**config.mk**
```make
export PLATFORM = sky130hd
export DESIGN_NAME = mmio_responder
export DESIGN_NICKNAME = d
export VERILOG_FILES = /design/src/rtl/mmio_responder.sv
export SDC_FILE = /design/constraint.sdc
export NUM_CORES = 1
export LEC_CHECK = 0
export BUFFER_PORTS_ARGS = -buffer_cell sky130_fd_sc_hd__buf_2
export CORE_MARGIN = 8
export CORE_UTILIZATION = 55
export CTS_BUF_LIST = sky130_fd_sc_hd__clkbuf_2 sky130_fd_sc_hd__clkbuf_4 sky130_fd_sc_hd__clkbuf_8
export DETAILED_ROUTE_END_ITERATION = 8
export GPL_ROUTABILITY_DRIVEN = 0
export PLACE_DENSITY = 0.8
export SLEW_MARGIN = 20
export SYNTH_ARGS = -nofsm -noshare
export SYNTH_HDL_FRONTEND = slang
export SYNTH_SLANG_ARGS = --single-unit
```
**constraint.sdc**
```tcl
create_clock -name clk -period 3.45 [get_ports clk]
set_clock_uncertainty 0.05 [all_clocks]
set_input_delay 0.5175 -clock clk [delete_from_list [all_inputs] [get_ports clk]]
set_output_delay 0.5175 -clock clk [all_outputs]
set_load 0.05 [all_outputs]
```
**src/rtl/mmio_responder.sv**
```systemverilog
// mmio_responder: memory-mapped responder beside dmem on the core's data bus.
// It decodes a 32-byte window and holds a free-running timer, a compare/match
// flag with interrupt, and a byte output FIFO drained over a valid/ready port.
// Reads are combinational; writes land on the rising clock edge.
// Optional build macro MMIO_PRESCALE_EN adds a PRESCALE register at offset 0x14
// that slows the timer down.
module mmio_responder #(
  parameter logic [31:0] BASE_ADDR = 32'h0000_0400,
  parameter int          DEPTH     = 4
) (
  input  logic        clk,
  input  logic        reset,
  input  logic        we,
  input  logic [31:0] a,
  input  logic [31:0] wd,
  output logic [31:0] rd,
  output logic        hit,
  output logic [7:0]  out_data,
  output logic        out_valid,
  input  logic        out_ready,
  output logic        irq
);

  localparam int AW = $clog2(DEPTH);
  localparam int CW = AW + 1;

  // Architectural state
  logic [31:0]   timer_r;
  logic [31:0]   cmp_r;
  logic          timer_en_r;
  logic          irq_en_r;
  logic          match_r;
  logic          ovf_r;
  logic [7:0]    mem_r [DEPTH];
  logic [AW-1:0] wptr_r;
  logic [AW-1:0] rptr_r;
  logic [CW-1:0] count_r;
`ifdef MMIO_PRESCALE_EN
  logic [31:0]   prescale_r;
  logic [31:0]   pscnt_r;
`endif

  // Decode and handshake terms
  logic [2:0] offset_s;
  logic       wr_s;
  logic       wr_timer_s;
  logic       wr_cmp_s;
  logic       wr_status_s;
  logic       wr_tx_s;
  logic       wr_ctrl_s;
  logic       full_s;
  logic       empty_s;
  logic       pop_s;
  logic       push_s;
  logic       tick_s;
  logic       unused_addr_bits;

  // The byte lane within a word is irrelevant: registers are whole words.
  assign unused_addr_bits = ^a[1:0];

  assign hit         = (a[31:5] == BASE_ADDR[31:5]);
  assign offset_s    = a[4:2];
  assign wr_s        = we & hit;
  assign wr_timer_s  = wr_s && (offset_s == 3'd0);
  assign wr_cmp_s    = wr_s && (offset_s == 3'd1);
  assign wr_status_s = wr_s && (offset_s == 3'd2);
  assign wr_tx_s     = wr_s && (offset_s == 3'd3);
  assign wr_ctrl_s   = wr_s && (offset_s == 3'd4);

  assign full_s  = (count_r == CW'(DEPTH));
  assign empty_s = (count_r == {CW{1'b0}});

  // A pop frees a slot in the same edge, so a push into a full FIFO that
  // coincides with a pop is accepted.
  assign pop_s  = !empty_s && out_ready;
  assign push_s = wr_tx_s && (!full_s || pop_s);

`ifdef MMIO_PRESCALE_EN
  logic wr_prescale_s;
  assign wr_prescale_s = wr_s && (offset_s == 3'd5);
  assign tick_s        = timer_en_r && (pscnt_r == prescale_r);
`else
  assign tick_s = timer_en_r;
`endif

  assign out_valid = !empty_s;
  assign out_data  = empty_s ? 8'h00 : mem_r[rptr_r];
  assign irq       = match_r & irq_en_r;

  // Combinational register read mux; misses return zero.
  always_comb begin
    rd = 32'h0000_0000;
    if (hit) begin
      case (offset_s)
        3'd0:    rd = timer_r;
        3'd1:    rd = cmp_r;
        3'd2:    rd = {28'h000_0000, ovf_r, empty_s, full_s, match_r};
        3'd3:    rd = {{(32-CW){1'b0}}, count_r};
        3'd4:    rd = {30'h0000_0000, irq_en_r, timer_en_r};
`ifdef MMIO_PRESCALE_EN
        3'd5:    rd = prescale_r;
`endif
        default: rd = 32'h0000_0000;
      endcase
    end else begin
      rd = 32'h0000_0000;
    end
  end

  // Timer: a bus write takes priority over the increment.
  always_ff @(posedge clk) begin
    if (reset) begin
      timer_r <= 32'h0000_0000;
    end else if (wr_timer_s) begin
      timer_r <= wd;
    end else if (tick_s) begin
      timer_r <= timer_r + 32'd1;
    end else begin
      timer_r <= timer_r;
    end
  end

`ifdef MMIO_PRESCALE_EN
  // Prescaler: counts enabled cycles up to PRESCALE, restarting on any write
  // to PRESCALE or TIMER so the next increment is a full period away.
  always_ff @(posedge clk) begin
    if (reset) begin
      prescale_r <= 32'h0000_0000;
      pscnt_r    <= 32'h0000_0000;
    end else begin
      if (wr_prescale_s) begin
        prescale_r <= wd;
      end else begin
        prescale_r <= prescale_r;
      end
      if (wr_prescale_s || wr_timer_s) begin
        pscnt_r <= 32'h0000_0000;
      end else if (tick_s) begin
        pscnt_r <= 32'h0000_0000;
      end else if (timer_en_r) begin
        pscnt_r <= pscnt_r + 32'd1;
      end else begin
        pscnt_r <= pscnt_r;
      end
    end
  end
`endif

  // Compare and control registers.
  always_ff @(posedge clk) begin
    if (reset) begin
      cmp_r      <= 32'hFFFF_FFFF;
      timer_en_r <= 1'b0;
      irq_en_r   <= 1'b0;
    end else begin
      if (wr_cmp_s) begin
        cmp_r <= wd;
      end else begin
        cmp_r <= cmp_r;
      end
      if (wr_ctrl_s) begin
        timer_en_r <= wd[0];
        irq_en_r   <= wd[1];
      end else begin
        timer_en_r <= timer_en_r;
        irq_en_r   <= irq_en_r;
      end
    end
  end

  // Sticky status flags: a match set beats a same-cycle clear; overflow is
  // raised whenever a TX byte has to be dropped.
  always_ff @(posedge clk) begin
    if (reset) begin
      match_r <= 1'b0;
      ovf_r   <= 1'b0;
    end else begin
      if (tick_s && (timer_r == cmp_r)) begin
        match_r <= 1'b1;
      end else if (wr_status_s && wd[0]) begin
        match_r <= 1'b0;
      end else begin
        match_r <= match_r;
      end
      if (wr_tx_s && !push_s) begin
        ovf_r <= 1'b1;
      end else if (wr_status_s && wd[3]) begin
        ovf_r <= 1'b0;
      end else begin
        ovf_r <= ovf_r;
      end
    end
  end

  // Circular byte FIFO; pointers wrap naturally because DEPTH is a power of 2.
  always_ff @(posedge clk) begin
    if (reset) begin
      wptr_r  <= {AW{1'b0}};
      rptr_r  <= {AW{1'b0}};
      count_r <= {CW{1'b0}};
      for (int i = 0; i < DEPTH; i++) begin
        mem_r[i] <= 8'h00;
      end
    end else begin
      if (push_s) begin
        mem_r[wptr_r] <= wd[7:0];
        wptr_r        <= wptr_r + AW'(1);
      end else begin
        wptr_r <= wptr_r;
      end
      if (pop_s) begin
        rptr_r <= rptr_r + AW'(1);
      end else begin
        rptr_r <= rptr_r;
      end
      if (push_s && !pop_s) begin
        count_r <= count_r + CW'(1);
      end else if (pop_s && !push_s) begin
        count_r <= count_r - CW'(1);
      end else begin
        count_r <= count_r;
      end
    end
  end

endmodule

```
==> flow_summary.yaml, run 1 <==
clocking:
  cts_hold_buf: 0
  ctsResizeCount: 0
  tritoncts: "done"
  cts_root_buffer: "clkbuf_8"
  htreeDepth: 3
  clkLatencyLatePin_ps: 380
  cts_sinks: 109
  numCtsBuffers: 9
  cts_post_setup_buffers_inserted: 0
  clk_pin_slew_ps: 100
  clk_path_buf_depth: 2
finish:
  area_delta_synth_final_pct: 11.80
  final_nets: 805
  fin_cells: 879
  drive_gt1_share_pct: 22.46
  filler_cell_count: 888
  antenna_cells: 0
  layout_common_cells: "nor2_1, buf_2, dfxtp_1, xnor2_1, a21oi_1"
  final_common_cell: "nor2_1"
global_routing:
  grt_max_degree: 78
  grt_use_total_pct: 21.36
  grt_first_pass_wirelength_um: 25740
  antenna_found_initial: 0
  grt_pass1_vias: 5092
  grt_remaining_overflow: 0
floorplan:
  start_util_pct: 56.53
  coreArea_um2: 10840
  fp.dieW_um: 121.6
  die_y_um: 121.6
  dieArea_um2: 14780
  io_pins: 111
  rows: 38
worst_hold_path:
  holdCritStartpoint: "wd[14]"
  hold_class: "input port to flip-flop"
  min_to: "cmp_r[14]"
  hold_path_depth: 3
sta:
  maxSlewHeadroom_pct: 47.26
  setup_tns_ps: 0
  setup_viol: 0
  fmax_mhz: 327.0
  hold_viol_final: 0
  fin_crit_ps: 3058
  maxSlewViolCount: 0
  fin_crit_sh_pct: 88.64
  rsz0062_at_grt: "false"
  tightest_slew_ps: 791.1
synthesis:
  syn_inst: 670
  ys_types: 48
  synth_top_area_cell: "dfxtp_1"
  synth-main-ff-cell: "dfxtp_1"
  synth_top_area_share_pct: 25.15
  synth_area_per_cell_um2: 9.147
  synth-seq-area-share_pct: 40.83
  ys_warn_count: 0
  syn_nets: 741
  synth.cell_area_um2: 6128
  synth_edf_count: 32
  synth-seq-cells: 109
  async_reset_ff_share_pct: 0
  ys_top_cells_by_area: "dfxtp_1, edfxtp_1, nor2_1"
place:
  post-dp-hpwl_um: 11310
  dp_cells: 863
  io_buffer_count: 108
setup_path:
  crit_buf_inv: 2
  crit_family: "simple AND/OR/NAND/NOR gates"
  crit_chain: "buf_2, nor4_4, and4_2, and3_1, nand2_1, nor4_2, buf_2"
  path_class: "input port to output port"
  critPathRequiredTime_ps: 2880
  cp.arrival_ps: 2490
  r2r_start: "count_r[0]"
  worstReg2RegEnd: "count_r[2]"
  slowest_delay_ps: 410
  start_kind: "input port"
  rrSetupSlack_ps: 940
  ff2ff_path_depth: 8
  end_kind: "output port"
  cp_max_fo: 9
  cp_common_cell: "buf_2"
  crit_slowest_cell: "nor4_2"
routing:
  drc: 0
  wl_met1_um: 6681
  wl_um: 15590
  antenna_left: 0
  dr.max_layer_used: "met4"
  wl_per_cell_um: 17.73
  drt-initial-drc-count: 406
  vias_per_cell: 5.875
  dr_wl_met2_um: 7900
  drtPass1Iterations: 5
  vias: 5164
  route.met3.wl_um: 744
run_status:
  outcome: "completed"
power:
  powerDensity_nw_per_um2: 332.2
  ir_drop_v: 0.0002567
  p_leak_nw: 2.582
run:
  cap_violations: 0
-- stage by stage --
stage               instance area, um^2  setup slack (ps)  util (%)  hold slack (ps)  power, mW
floorplan                          6140             82.29         -            424.8      1.437
global placement                   6653             477.6     61.37            445.9      1.504
detailed placement                 6653             426.6     61.37            483.0      1.510
CTS                                6852             420.2     63.20            348.8      2.288
global route                       6852             292.0     63.20            365.7      2.347
finish                             6852             392.0     63.20            361.4      2.276
-- synthesized netlist by cell type (8+ instances only) --
library cell,n
nor3_1,38
a22oi_1,30
and3_1,28
edfxtp_1,32
nand4_1,20
and2_1,20
nand3_1,15
mux4_2,8
a21oi_1,36
xor2_1,28
nand2_1,14
xnor2_1,40
a211oi_1,32
nor2_1,109
dfxtp_1,77
clkbuf_1,37
buf_2,15
-- worst reg2reg max path: stages (launching register included) --
cell     delay [ps]
dfxtp_1         390
or3_1           570
nand2_1         200
ha_1            190
inv_1            60
fa_1            370
xor2_1          160
or3_1           320
a21oi_1         140
-- worst max-delay path by stage --
| stage | start | endpoint | slack (ps) | depth (start not counted) |
|---|---|---|---|---|
| after global placement | a[18] | rd[2] | 480 | 7 |
| after global routing | a[24] | rd[2] | 290 | 7 |
| after CTS | a[6] | rd[2] | 420 | 7 |
| final | a[6] | rd[2] | 390 | 7 |
| after detailed placement | a[6] | rd[2] | 430 | 7 |
| after floorplan | a[17] | rd[2] | 80 | 5 |
-- sequential cells by signal (all words and copies together), names as in the netlist, named ones only --
signal / count
wptr_r: 2
cmp_r: 32
count_r: 3
ovf_r: 1
tick_s: 1
timer_r: 32
rptr_r: 2
irq_en_r: 1
match_r: 1
mem_r: 32
-- cell type report --
type / instances / area, um^2 / share of cell area, %
Multi-Input combinational cell: 492 / 3341 / 48.76
Timing Repair Buffer: 115 / 608.1 / 8.875
Sequential cell: 109 / 2502 / 36.52
Tap cell: 140 / 175.2 / 2.557
Clock buffer: 9 / 123.9 / 1.808
Clock inverter: 7 / 75.07 / 1.096
Inverter: 7 / 26.28 / 0.3835
-- metal layers --
metal / up-vias / GRT usage (%)
met5: - / 0
li1: 2548 / -
met1: 2449 / 25.71
met2: 143 / 37.27
met3: 24 / 4.720
met4: 0 / 6.631
-- power breakdown --
group          switching (mW)  internal (mW)
sequential            0.00541           1.33
combinational          0.0899         0.0553
clock                   0.456          0.338
total                   0.552           1.72
-- cell families (layout without fill, tap and decap cells) --
logic type,count (synthesis),in the layout,synth area share [%]
AO/OA/AOI/OAI,115,115,12.60
XOR/XNOR,68,68,9.718
adder cells (fa/ha/maj),3,3,0.7349
buffers and inverters,69,138,5.022
flip-flops,109,109,40.83
multiplexers,14,14,3.920
AND/OR/NAND/NOR,292,292,27.17
Power figures use the tool's default switching activity.
==> run 2: changes to the inputs <==
--- a/config.mk
+++ b/config.mk
@@ -11,7 +11,7 @@
 export CTS_BUF_LIST = sky130_fd_sc_hd__clkbuf_2 sky130_fd_sc_hd__clkbuf_4 sky130_fd_sc_hd__clkbuf_8
 export DETAILED_ROUTE_END_ITERATION = 8
 export GPL_ROUTABILITY_DRIVEN = 0
-export PLACE_DENSITY = 0.8
+export PLACE_DENSITY = 0.77
 export SLEW_MARGIN = 20
 export SYNTH_ARGS = -nofsm -noshare
 export SYNTH_HDL_FRONTEND = slang
==> run 2 against run 1 <==
Net effect: via count is 0.68% higher; total power is 0.14% higher; final cell count stayed put; cell area is 0.11% lower; clock power hardly changed; combinational power hardly changed; critical path type unchanged; sequential share of layout area hardly changed; hold slack worse by 5.2 ps; critical endpoint is now rd[18]; non-clock buffer count stayed put; largest power group unchanged; maximum frequency is 0.17% lower.
==> flow_summary.yaml, run 2 (synthesis gave the netlist of run 1 again) <==
power:
  ir_drop_v: 0.0002528
  p_leak_nw: 2.581
  powerDensity_nw_per_um2: 333.0
  total_power_mw: 2.279
place:
  placed_area_um2: 6640
  io_buffer_count: 108
  post-dp-hpwl_um: 11410
clocking:
  htreeDepth: 3
  cts_sinks: 109
  tritoncts: "done"
  numCtsBuffers: 9
  ctsResizeCount: 0
  cts_post_setup_buffers_inserted: 0
  clkLatencyLatePin_ps: 380
  clk_path_buf_depth: 2
  clk_pin_slew_ps: 120
  cts_hold_buf: 0
  cts_root_buffer: "clkbuf_8"
run_status:
  outcome: "completed"
routing:
  drc: 0
  antenna_left: 0
  wl_per_cell_um: 18.01
  wl_um: 15830
  drtPass1Iterations: 5
  vias: 5199
  vias_per_cell: 5.915
  drt-initial-drc-count: 511
sta:
  fmax_mhz: 326.4
  fin_crit_ps: 3063
  tightest_slew_ps: 856.5
  rsz0062_at_grt: "false"
  maxSlewHeadroom_pct: 42.37
  hold_viol_final: 0
  setup_tns_ps: 0
  maxSlewViolCount: 0
  fin_crit_sh_pct: 88.79
  setup_viol: 0
floorplan:
  fp.dieW_um: 121.6
  die_y_um: 121.6
  coreArea_um2: 10840
  io_pins: 111
  start_util_pct: 56.53
  rows: 38
  dieArea_um2: 14780
setup_path:
  crit_chain: "buf_2, nor4_4, and4_2, and3_1, nand2_1, buf_4, nor2_1, buf_2"
  path_class: "input port to output port"
  critPathRequiredTime_ps: 2880
  end_kind: "output port"
  crit_slowest_cell: "nor4_4"
  start_kind: "input port"
  slowest_delay_ps: 340
  cp_max_fo: 23
  ff2ff_path_depth: 6
  cp_common_cell: "buf_2"
  cp.arrival_ps: 2500
finish:
  layout_common_cells: "nor2_1, buf_2, dfxtp_1, xnor2_1, a21oi_1"
  final_area_um2: 6844
  area_delta_synth_final_pct: 11.68
  register_area_um2: 2502
  top_regs: "cmp_r: 32 flops, mem_r: 32 flops, timer_r: 32 flops"
  filler_cell_count: 958
  multi_input_area_um2: 3341
  antenna_cells: 0
  final_util_pct: 63.13
  final_nets: 805
  drive_gt1_share_pct: 22.60
  final_common_cell: "nor2_1"
worst_hold_path:
  hold_path_depth: 3
  hold_class: "input port to flip-flop"
run:
  cap_violations: 0
global_routing:
  grt_remaining_overflow: 0
  grt_pass1_vias: 5154
  grt_max_degree: 82
  antenna_found_initial: 0
  grt_use_total_pct: 21.51
  grt_first_pass_wirelength_um: 25900
==> run 2: power by group <==
part | total, mW | switching (mW) | internal, mW
sequential | 1.34 | 0.00491 | 1.33
combinational | 0.146 | 0.0907 | 0.0553
clock | 0.797 | 0.508 | 0.289
==> run 2: worst max-delay path, delay by kind of cell <==
kind | cells | cell delay (ps)
buffers and inverters | 3 | 740
AND/OR/NAND/NOR | 5 | 1230
==> run 2: path summary, 6_finish.rpt <==
| kind | from | endpoint | slack [ps] |
|---|---|---|---|
| worst min register to register | irq_en_r | irq_en_r | 500 |
| worst max register to register | timer_r[0] | timer_r[24] | 930 |
| worst max-delay path | a[18] | rd[18] | 390 |
| worst min-delay path | wd[28] | cmp_r[28] | 360 |
==> run 2: per-layer routing <==
metal / track usage, % / wire (um) / vias to the layer above
li1: - / - / 2541
met1: 26.45 / 6544 / 2478
met2: 38.37 / 8236 / 162
met3: 3.100 / 778 / 18
met4: 6.014 / 273 / 0
met5: 0 / 0 / -
==> run 2: metrics by stage <==
stage / worst slack [ps] / hold WS (ps) / instances
3_5_place_dp: 390.9 / 470.2 / 863
5_1_grt: 259.1 / 366.7 / 879
6_report: 386.7 / 356.1 / 879
2_1_floorplan: 82.29 / 424.8 / 670
3_3_place_gp: 479.2 / 443.1 / 863
4_1_cts: 384.1 / 363.4 / 879
==> run 2: cell type report <==
| type | count | share of cell area, % |
|---|---|---|
| clock inverter | 7 | 1.170 |
| timing repair buffer | 115 | 8.702 |
| tap | 140 | 2.559 |
| multi-input combinational | 492 | 48.81 |
| sequential | 109 | 36.56 |
| clock buffer | 9 | 1.810 |
| inverter | 7 | 0.3839 |
